File: config.mk
export PLATFORM = sky130hd
export DESIGN_NAME = plic_gateway
export DESIGN_NICKNAME = d
export VERILOG_FILES = /design/src/rtl/plic_pkg.sv /design/src/rtl/plic_gateway_cell.sv /design/src/rtl/plic_gateway.sv
export SDC_FILE = /design/constraint.sdc
export NUM_CORES = 1
export LEC_CHECK = 0
export ABC_AREA = 0
export CORE_AREA = 2 2 39 41
export CTS_BUF_LIST = sky130_fd_sc_hd__clkbuf_8
export CTS_CLUSTER_SIZE = 10
export DETAILED_ROUTE_END_ITERATION = 10
export DIE_AREA = 0 0 41 43
export SLEW_MARGIN = 20
export SYNTH_ARGS = -nofsm -noshare
export SYNTH_HDL_FRONTEND = slang
export SYNTH_HIERARCHICAL = 1
export SYNTH_SLANG_ARGS = --single-unit
File: constraint.sdc
create_clock -name h_clk -period 4.85 [get_ports h_clk]
set_input_delay 0.97 -clock h_clk [delete_from_list [all_inputs] [get_ports h_clk]]
set_output_delay 0.97 -clock h_clk [all_outputs]
set_load 0.02 [all_outputs]
File: src/rtl/plic_pkg.sv
// Shared types and helpers for the PLIC interrupt gateway.
package plic_pkg;

  typedef enum logic [1:0] {
    GW_IDLE,
    GW_PENDING,
    GW_CLAIMED
  } gw_state_e;

  localparam int PLIC_ID_W = 8;

  // Edge counter width; a zero-depth queue still gets one (constant-zero) bit.
  function automatic int cnt_width(input int max_count);
    return (max_count < 1) ? 1 : $clog2(max_count + 1);
  endfunction

endpackage

File: src/rtl/plic_gateway_cell.sv
// Single-source PLIC gateway: IDLE/PENDING/CLAIMED handshake FSM with an
// optional saturating queue of edges that arrive while the source is busy.
module plic_gateway_cell
  import plic_pkg::*;
#(
  parameter int MAX_PENDING_COUNT = 0
) (
  input  logic h_clk,
  input  logic h_rstn,
  input  logic src,
  input  logic edge_mode,
  input  logic claim_hit,
  input  logic complete_hit,
  output logic ip,
  output logic busy
);

  localparam int CNT_W = cnt_width(MAX_PENDING_COUNT);
  localparam logic [CNT_W-1:0] CNT_MAX = CNT_W'(MAX_PENDING_COUNT);

  gw_state_e        state;
  logic             src_q;
  logic             mode_q;
  logic [CNT_W-1:0] cnt;
  logic             edge_det;
  logic             cnt_nz;
  logic             trigger;

  always_comb begin
    edge_det = src & ~src_q;
    cnt_nz   = (cnt != '0);
    trigger  = edge_mode ? (edge_det | cnt_nz) : src;
  end

  // mode_q freezes the trigger mode while busy so a mid-flight change only
  // takes effect once the source is back in IDLE.
  always_ff @(posedge h_clk) begin
    if (!h_rstn) begin
      state  <= GW_IDLE;
      ip     <= 1'b0;
      busy   <= 1'b0;
      src_q  <= 1'b0;
      mode_q <= 1'b0;
      cnt    <= '0;
    end else begin
      src_q <= src;
      case (state)
        GW_IDLE: begin
          mode_q <= edge_mode;
          if (!edge_mode) begin
            cnt <= '0;
          end
          if (trigger) begin
            state <= GW_PENDING;
            ip    <= 1'b1;
            busy  <= 1'b1;
            if (edge_mode && cnt_nz && !edge_det) begin
              cnt <= cnt - 1'b1;
            end
          end
        end
        GW_PENDING: begin
          if (claim_hit) begin
            state <= GW_CLAIMED;
            ip    <= 1'b0;
          end
        end
        GW_CLAIMED: begin
          if (complete_hit) begin
            state <= GW_IDLE;
            busy  <= 1'b0;
          end
        end
        default: begin
          state <= GW_IDLE;
          ip    <= 1'b0;
          busy  <= 1'b0;
        end
      endcase
      if ((state != GW_IDLE) && mode_q && edge_det && (cnt != CNT_MAX)) begin
        cnt <= cnt + 1'b1;
      end
    end
  end

endmodule

File: src/rtl/plic_gateway.sv
// PLIC gateway stage: one gateway cell per source plus claim/complete ID decode.
// Optional macro PLIC_GW_SYNC_EN inserts a 2-flop synchroniser on every src line.
module plic_gateway
  import plic_pkg::*;
#(
  parameter int SOURCES           = 1,
  parameter int MAX_PENDING_COUNT = 0,
  parameter int ID_W              = PLIC_ID_W
) (
  input  logic               h_clk,
  input  logic               h_rstn,
  input  logic [SOURCES-1:0] src,
  input  logic [SOURCES-1:0] edge_mode,
  output logic [SOURCES-1:0] ip,
  input  logic               claim_valid,
  input  logic [ID_W-1:0]    claim_id,
  input  logic               complete_valid,
  input  logic [ID_W-1:0]    complete_id,
  output logic [SOURCES-1:0] busy
);

  logic [SOURCES-1:0] src_s;
  logic [SOURCES-1:0] claim_hit;
  logic [SOURCES-1:0] complete_hit;

`ifdef PLIC_GW_SYNC_EN
  logic [SOURCES-1:0] sync_1;
  logic [SOURCES-1:0] sync_2;

  always_ff @(posedge h_clk) begin
    if (!h_rstn) begin
      sync_1 <= '0;
      sync_2 <= '0;
    end else begin
      sync_1 <= src;
      sync_2 <= sync_1;
    end
  end

  assign src_s = sync_2;
`else
  assign src_s = src;
`endif

  // IDs are 1-based, so ID 0 and anything above SOURCES never match a cell.
  for (genvar i = 0; i < SOURCES; i++) begin : g_src
    assign claim_hit[i]    = claim_valid    && (claim_id    == ID_W'(i + 1));
    assign complete_hit[i] = complete_valid && (complete_id == ID_W'(i + 1));

    plic_gateway_cell #(
      .MAX_PENDING_COUNT(MAX_PENDING_COUNT)
    ) u_cell (
      .h_clk       (h_clk),
      .h_rstn      (h_rstn),
      .src         (src_s[i]),
      .edge_mode   (edge_mode[i]),
      .claim_hit   (claim_hit[i]),
      .complete_hit(complete_hit[i]),
      .ip          (ip[i]),
      .busy        (busy[i])
    );
  end

endmodule

==> metrics, run 1 <==
root buffer cell clkbuf_8; DR WL/cell 10.2 microns; global-route usage over all layers 0.115; first-pass GRT wire length 1320 microns; Slew Limit Fails 0; dpl cell area 618 sq um; Seq/Total Area, Yosys 0.381; Hold Violations, Final 0; clock buffer depth 2; gr ovfl total 0; CP delay by family, top simple AND/OR/NAND/NOR gates; CP cell instances clkdlybuf4s50_1 -> or4b_1 -> nor4_2 -> or2_1 -> a21boi_0 -> o21a_1; Setup crit end kind flop; relative slew slack 0.805; Cells after Synth 39; CTS H-tree depth 1; Fmax 0.405 GHz; vias in the first global route 320; most frequent cells in the layout clkdlybuf4s50_1 (23), dfxtp_1 (7), nand2_1 (4); die boundary height 43 microns; Remaining DRCs 0; Hold WC Path Type flop to flop; FP Rows 14; R2R cell count 3; CTS Hold Bufs 0; Clock Sinks 7; final critical-path share of the clock period 0.509; # setup viols final 0; die width 41 microns; worst vdd ir 0.258 mV; power per cell area 262 nW/um^2; critical path class primary input to flop; largest fanout on the critical path 3; gpl congestion 0.715; crit path DAT 2.58 ns; hold_sp g_src[0].u_cell/cnt; syn avg cell area 9.43 sq um; M1 wire length 334 microns; WL final 840 microns; Worst-Skew Late Latency 0.22 ns; post-synth top area cell dfxtp_1; cells taking the most area after synthesis dfxtp_1 (38%), o21a_1 (6.1%), a21boi_4 (5.1%); layout cells sized above 1 0.121; Post-CTS Setup Bufs 0; die area 1760 sq um; uppermost layer routed met4; met2 WL 407 microns; beginning of the critical path claim_id[4]; Post-Route Setup TNS 0 ns; Reg clk slew, reported paths 0.04 ns; leading cell type in the layout, fill and taps excluded clkdlybuf4s50_1; antenna violations before repair 0; # nets final 89; TritonCTS clock tree yes; dpl ws 2.14 ns; Num CTS Buffers 3; P_leak 0.249 nW; YS warnings 6; r2r endpoint g_src[0].u_cell/busy; CP max stage cell or4b_1; Post-Syn Area 368 sq um; Pre-antenna DRT Iters 4; Worst Path Buf+Inv 1; worst slew pin tran 0.290 ns; status finished clean; met3 wire length 83 microns; final instance area 663 sq um; Worst path depth 6; reg-to-reg setup timing slack 3.87 ns; largest net degree at the start of global routing 8; Reg2Reg Launch Point g_src[0].u_cell/state[0]; post-synth top area share 0.381; max_cap viols 0; RSZ-0062 raised after global routing false; minimum clock period 2.47 ns; DR iter-0 viols 8; vias 369; Synth-to-Final Area Change 80.3%; IO Port Bufs 23; cts repair resizes 0; Synth cell types 23; antenna cells 0; dpl hpwl 724 microns; syn nets 61; Routed Antenna Nets 0; setup ws final 2.38 ns; required time of the critical path 4.96 ns; Critical Path Start Type primary input; Worst Setup EP g_src[0].u_cell/ip; Vias per Instance 4.50; Yosys reg bits 7; I/O Pins 24; Max stage delay on crit path 0.53 ns; clock skew 0.00199 ns; Initial Util 0.266; Core ar. 1380 sq um
-- power breakdown --
| part | leakage [nW] | switching, mW | internal, mW |
|---|---|---|---|
| logic | 0.165 | 0.00919 | 0.0237 |
| clock network | 0.0269 | 0.0232 | 0.0545 |
| registers | 0.0577 | 0.00251 | 0.0610 |
| total | 0.249 | 0.0348 | 0.139 |
-- layer usage --
metal	vias to the layer above	GRT usage
met5	-	0
li1	197	-
met4	0	0.0600
met2	14	0.163
met3	2	0.0628
met1	156	0.134
-- kinds of logic after synthesis --
| logic type | after synthesis | share of synthesized area |
|---|---|---|
| flops | 7 | 0.381 |
| compound gates | 12 | 0.262 |
| buf+inv | 1 | 0.0102 |
| simple gates | 19 | 0.347 |
-- per-stage QoR --
stage / utilization / hold WS [ns] / power [mW] / cells
3_3_place_gp: 0.447 / 0.421 / 0.0975 / 78
3_5_place_dp: 0.447 / 0.432 / 0.0978 / 78
6_report: 0.479 / 0.435 / 0.174 / 82
2_1_floorplan: - / 0.412 / 0.0757 / 39
5_1_grt: 0.479 / 0.479 / 0.184 / 82
4_1_cts: 0.479 / 0.438 / 0.177 / 82
-- flip-flops by register name, indices dropped and copies added, names as in the netlist --
name                 cells
g_src.u_cell/src_q       1
g_src.u_cell/mode_q      1
g_src.u_cell/ip          1
g_src.u_cell/cnt         1
g_src.u_cell/state       2
g_src.u_cell/busy        1
-- cell type report --
cell class,count,area [sq um]
repair buffers,23,230
clock buffers,3,41.3
multi-input cells,31,224
well taps,16,20.0
inverters,1,3.75
fillers,137,721
clock inverters,1,3.75
flip-flops and latches,7,140
-- cells in the mapped netlist (all sizes together) --
master and n:
o21a 3, dfxtp 7, or3b 1, and4b 1, nor3b 2, a21oi 1, nor4 2, nor2 2
a21o 1, and2 1, or2 1, a21boi 3, a31oi 2, nand2 4, o21ai 1, a21bo 1
inv 1, or4b 1, nor2b 2, nand3 2
-- how the worst min path moves through the flow --
stage / to / cells past startpoint / slack [ns]
after global routing: g_src[0].u_cell/cnt / 2 / 0.48
after CTS: g_src[0].u_cell/cnt / 2 / 0.44
after global placement: g_src[0].u_cell/cnt / 2 / 0.42
after detailed placement: g_src[0].u_cell/cnt / 2 / 0.43
final: g_src[0].u_cell/cnt / 2 / 0.43
after floorplan: g_src[0].u_cell/cnt / 2 / 0.41
-- worst min-delay path: cells and delay by family (launching register included) --
kind             cells  cell delay [ns]
AND/OR/NAND/NOR      1             0.05
flip-flops           1             0.30
AO/OA/AOI/OAI        1             0.04
Power figures use the tool's default switching activity.
==> run 2: changes to the inputs <==
==> constraint.sdc (replaced) <==
create_clock -name h_clk -period 2.3 [get_ports h_clk]
set_input_delay 0.46 -clock h_clk [delete_from_list [all_inputs] [get_ports h_clk]]
set_output_delay 0.46 -clock h_clk [all_outputs]
set_load 0.02 [all_outputs]
==> run 2 against run 1 <==
Die area did not move. Global-route usage increased by 0.066 points. Combinational power up 110%. Critical endpoint unchanged. Critical path type unchanged.
==> metrics, run 2 (synthesis gave the netlist of run 1 again) <==
met2 WL 459 microns (was 407 microns); largest net degree at the start of global routing 8 (unchanged); TritonCTS clock tree yes (unchanged); cts repair resizes 0 (unchanged); Setup crit end kind flop (unchanged); critical path class primary input to flop (unchanged); FP Rows 14 (unchanged); layout cells sized above 1 0.134 (was 0.121); relative slew slack 0.831 (was 0.805); Initial Util 0.266 (unchanged); Vias per Instance 4.72 (was 4.50); # setup viols final 0 (unchanged); largest fanout on the critical path 2 (was 3); CP cell instances clkdlybuf4s50_1 -> or4b_1 -> nor4_2 -> or2_1 -> a21boi_0 -> o21a_1 (unchanged); root buffer cell clkbuf_8 (unchanged); die width 41 microns (unchanged); worst vdd ir 0.311 mV (was 0.258 mV); # nets final 90 (was 89); R2R cell count 3 (unchanged); Pre-antenna DRT Iters 5 (was 4); vias 392 (was 369); most frequent cells in the layout clkdlybuf4s50_1 (23), dfxtp_1 (7), nand2_1 (4) (unchanged); die boundary height 43 microns (unchanged); r2r endpoint g_src[0].u_cell/ip (was g_src[0].u_cell/busy); vias in the first global route 355 (was 320); required time of the critical path 2.42 ns (was 4.96 ns); die area 1760 sq um (unchanged); CP max stage cell or4b_1 (unchanged); Synth-to-Final Area Change 82.3% (was 80.3%); minimum clock period 1.93 ns; Core ar. 1380 sq um (unchanged); Num CTS Buffers 3 (unchanged); clock buffer depth 2 (unchanged); Remaining DRCs 0 (unchanged); hold worst-path end g_src[0].u_cell/cnt (unchanged); max_cap viols 0 (unchanged); Fmax 0.518 GHz; P_leak 0.255 nW (was 0.249 nW); IO Port Bufs 23 (unchanged); status finished clean (unchanged); Largest Register g_src.u_cell/state (unchanged); Max stage delay on crit path 0.53 ns (about the same); gr ovfl total 0 (unchanged); Post-CTS Setup Bufs 0 (unchanged); filler instances 144 (was 137); Clock Sinks 7 (unchanged); first-pass GRT wire length 1310 microns (was 1320 microns); power per cell area 556 nW/um^2 (was 262 nW/um^2); Hold WC Path Type flop to flop (unchanged); met3 wire length 78 microns (was 83 microns); leading cell type in the layout, fill and taps excluded clkdlybuf4s50_1 (unchanged); worst hold path depth 2 (unchanged); CTS H-tree depth 1 (unchanged); CTS Hold Bufs 0 (unchanged); M1 wire length 362 microns (was 334 microns); Slew Limit Fails 0 (unchanged); Reg2Reg Launch Point g_src[0].u_cell/state[1] (was g_src[0].u_cell/state[0]); uppermost layer routed met3 (was met4); WL final 901 microns (was 840 microns); Worst-Skew Late Latency 0.23 ns (was 0.22 ns); global-route usage over all layers 0.116 (was 0.115); reg-to-reg setup timing slack 1.31 ns (was 3.87 ns); Critical Path Start Type primary input (unchanged); crit path DAT 2.05 ns (was 2.58 ns); final critical-path share of the clock period 0.839; clock skew 0.00166 ns (was 0.00199 ns); Reg clk slew, reported paths 0.04 ns (about the same); max FFs per register 2 (unchanged); DR WL/cell 10.9 microns (was 10.2 microns); Routed Antenna Nets 0 (unchanged); Post-Route Setup TNS 0 ns (unchanged); worst slew pin tran 0.253 ns (was 0.290 ns); gpl congestion 0.712 (was 0.715); hold_sp g_src[0].u_cell/cnt (unchanged); antenna cells 0 (unchanged); I/O Pins 24 (unchanged); DR iter-0 viols 15 (was 8); Hold Violations, Final 0 (unchanged); antenna violations before repair 0 (unchanged); Core Util, Final 0.485 (was 0.479); RSZ-0062 raised after global routing false (unchanged)
[run 2: cell count changes in the layout (fill, tap and decap cells not counted)]
cell   before  now
buf_4       0    1
[run 2: power by group]
part	leakage, nW	switching [mW]	internal (mW)
combinational	0.170	0.0201	0.0500
sequential	0.0577	0.00522	0.129
clock	0.0269	0.0534	0.115
[run 2: per-stage QoR]
| stage | power (mW) | setup slack, ns | cell area (sq um) | hold slack [ns] | std cells |
|---|---|---|---|---|---|
| floorplan | 0.160 | 0.568 | 368 | 0.412 | 39 |
| global placement | 0.206 | 0.172 | 626 | 0.421 | 79 |
| detailed placement | 0.206 | 0.174 | 626 | 0.428 | 79 |
| CTS | 0.377 | 0.377 | 671 | 0.434 | 83 |
| global route | 0.391 | 0.314 | 671 | 0.489 | 83 |
| finish | 0.373 | 0.371 | 671 | 0.432 | 83 |
[run 2: worst max path at each step]
stage                      startpoint                 end  slack [ns]  cells after the start
after floorplan           claim_id[4]  g_src[0].u_cell/ip        0.57                      5
after global placement    claim_id[4]  g_src[0].u_cell/ip        0.17                      6
after detailed placement  claim_id[4]  g_src[0].u_cell/ip        0.17                      6
after CTS                 claim_id[4]  g_src[0].u_cell/ip        0.38                      6
after global routing      claim_id[4]  g_src[0].u_cell/ip        0.31                      6
final                     claim_id[4]  g_src[0].u_cell/ip        0.37                      6
[run 2: routing by layer]
metal,global-route usage,vias to the layer above
met5,0,-
met4,0.100,0
met3,0.0471,0
met2,0.172,14
met1,0.117,180
li1,-,198
[run 2: layout make-up]
cell class	count	area [sq um]	share of cell area
Timing Repair Buffer	24	238	0.354
Multi-Input combinational cell	31	224	0.334
Sequential cell	7	140	0.209
Clock buffer	3	41.3	0.0616
Tap cell	16	20.0	0.0299
Clock inverter	1	3.75	0.00560
Inverter	1	3.75	0.00560
[run 2: worst max-delay path, delay by kind of cell]
| family | cells | cell delay (ns) |
|---|---|---|
| buf+inv | 1 | 0.39 |
| compound gates | 2 | 0.28 |
| simple gates | 3 | 0.92 |
==> run 3: changes to the inputs <==
==> constraint.sdc (replaced) <==
create_clock -name h_clk -period 1.85 [get_ports h_clk]
set_input_delay 0.37 -clock h_clk [delete_from_list [all_inputs] [get_ports h_clk]]
set_output_delay 0.37 -clock h_clk [all_outputs]
set_load 0.02 [all_outputs]
==> run 3 against run 2 <==
Clock power increased by 25%. Routed wire length increased by 3.4%. Clock-buffer cell count unchanged. Final cell count unchanged. Cell area increased by 2.2%. Largest power group unchanged.
==> metrics, run 3 (synthesis gave the netlist of run 1 again) <==
status finished clean (unchanged); largest fanout on the critical path 2 (unchanged); Slew Limit Fails 0 (unchanged); Clock Sinks 7 (unchanged); Initial Util 0.266 (unchanged); Critical Path Start Type primary input (unchanged); critical path class primary input to flop (unchanged); first-pass GRT wire length 1480 microns (was 1310 microns); Post-CTS Setup Bufs 0 (unchanged); hold_sp g_src[0].u_cell/cnt (unchanged); dpl ws -0.188 ns (was 0.174 ns); required time of the critical path 1.97 ns (was 2.42 ns); RSZ-0062 raised after global routing false (unchanged); I/O Pins 24 (unchanged); Worst-Skew Late Latency 0.23 ns (about the same); Routed Antenna Nets 0 (unchanged); r2r endpoint g_src[0].u_cell/ip (unchanged); dpl hpwl 743 microns; setup ws final 0.118 ns (was 0.371 ns); worst slew pin tran 0.256 ns (was 0.253 ns); max FFs per register 2 (unchanged); WL final 932 microns (was 901 microns); # nets final 90 (unchanged); Num CTS Buffers 3 (unchanged); area of the multi-input gates 239 sq um (was 224 sq um); gr ovfl total 0 (unchanged); clock skew 0.00195 ns (was 0.00166 ns); minimum clock period 1.73 ns; hold worst-path end g_src[0].u_cell/cnt (unchanged); Synth-to-Final Area Change 86.4% (was 82.3%); worst vdd ir 0.393 mV (was 0.311 mV); FP Rows 14 (unchanged); antenna violations before repair 0 (unchanged); root buffer cell clkbuf_8 (unchanged); Largest Register g_src.u_cell/state (unchanged); leading cell type in the layout, fill and taps excluded clkdlybuf4s50_1 (unchanged); Tot Pwr 468 uW (was 373 uW); Fmax 0.578 GHz; DR WL/cell 11.2 microns (was 10.9 microns); Hold WC Path Type flop to flop (unchanged); final critical-path share of the clock period 0.936; crit path DAT 1.85 ns (was 2.05 ns); largest net degree at the start of global routing 8 (unchanged); relative slew slack 0.829 (was 0.831); CTS Hold Bufs 0 (unchanged); max_cap viols 0 (unchanged); vias 379 (was 392); Reg clk slew, reported paths 0.04 ns (about the same); die area 1760 sq um (unchanged); Vias per Instance 4.57 (was 4.72); power per cell area 682 nW/um^2 (was 556 nW/um^2); worst hold path depth 2 (unchanged); vias in the first global route 382 (was 355); clock buffer depth 2 (unchanged); R2R cell count 3 (unchanged); layout cells sized above 1 0.149 (was 0.134); die boundary height 43 microns (unchanged); Reg2Reg Launch Point g_src[0].u_cell/state[0] (was g_src[0].u_cell/state[1]); CTS H-tree depth 1 (unchanged); gpl congestion 0.707 (was 0.712); cts repair resizes 0 (unchanged); TritonCTS clock tree yes (unchanged); Remaining DRCs 0 (unchanged); IO Port Bufs 23 (unchanged); filler instances 134 (was 144); global-route usage over all layers 0.131 (was 0.116); # setup viols final 0 (unchanged); DR iter-0 viols 3 (was 15); most frequent cells in the layout clkdlybuf4s50_1 (23), dfxtp_1 (7), nand2_1 (4) (unchanged); reg-to-reg setup timing slack 0.88 ns (was 1.31 ns); Hold Violations, Final 0 (unchanged); Core ar. 1380 sq um (unchanged); Pre-antenna DRT Iters 4 (was 5); die width 41 microns (unchanged); Setup crit end kind flop (unchanged); P_leak 0.261 nW (was 0.255 nW); antenna cells 0 (unchanged); FF/Latch Area 140 sq um (unchanged)
run 3: cell count changes in the layout (fill, tap and decap cells not counted):
cell and change:
nor4_2 -1, or3b_4 +1, or3b_2 -1, nor4_4 +1
or4b_4 +1, or4b_1 -1
run 3: per-layer routing:
layer / vias up / GRT usage / wire (microns)
met5: - / 0 / 0
met4: 0 / 0.120 / 10
met3: 2 / 0.0471 / 77
met2: 12 / 0.184 / 464
met1: 166 / 0.142 / 379
li1: 199 / - / -
run 3: worst max-delay path: stages:
cell	delay, ns
clkdlybuf4s50_1	0.40
or4b_4	0.54
nor4_4	0.15
or2_1	0.13
a21boi_0	0.07
o21a_1	0.18
run 3: layout make-up:
| type | count | area share |
|---|---|---|
| clock buffer | 3 | 0.0602 |
| inverter | 1 | 0.00547 |
| sequential | 7 | 0.204 |
| multi-input combinational | 31 | 0.349 |
| clock inverter | 1 | 0.00547 |
| timing repair buffer | 24 | 0.347 |
| tap | 16 | 0.0292 |
run 3: worst max-delay path by stage:
stage | slack, ns | startpoint | end
after global placement | -0.19 | claim_id[4] | g_src[0].u_cell/ip
final | 0.12 | claim_id[4] | g_src[0].u_cell/ip
after floorplan | 0.21 | claim_id[4] | g_src[0].u_cell/ip
after CTS | 0.04 | claim_id[4] | g_src[0].u_cell/ip
after detailed placement | -0.19 | claim_id[4] | g_src[0].u_cell/ip
after global routing | 0.02 | claim_id[4] | g_src[0].u_cell/ip
run 3: per-stage QoR:
step / hold WS, ns / std cells / utilization / TNS, ns / area (sq um)
floorplan: 0.412 / 39 / - / 0 / 368
global placement: 0.420 / 79 / 0.452 / -0.450 / 626
detailed placement: 0.431 / 79 / 0.452 / -0.422 / 626
CTS: 0.438 / 83 / 0.485 / 0 / 671
global route: 0.471 / 83 / 0.495 / 0 / 686
finish: 0.453 / 83 / 0.495 / 0 / 686
run 3: where the power goes:
| group | total, mW | leakage (nW) | switching (mW) | internal, mW |
|---|---|---|---|---|
| Combinational | 0.0902 | 0.176 | 0.0265 | 0.0636 |
| Clock | 0.211 | 0.0269 | 0.0678 | 0.144 |
| Sequential | 0.166 | 0.0577 | 0.00658 | 0.160 |
| Total | 0.468 | 0.261 | 0.101 | 0.367 |
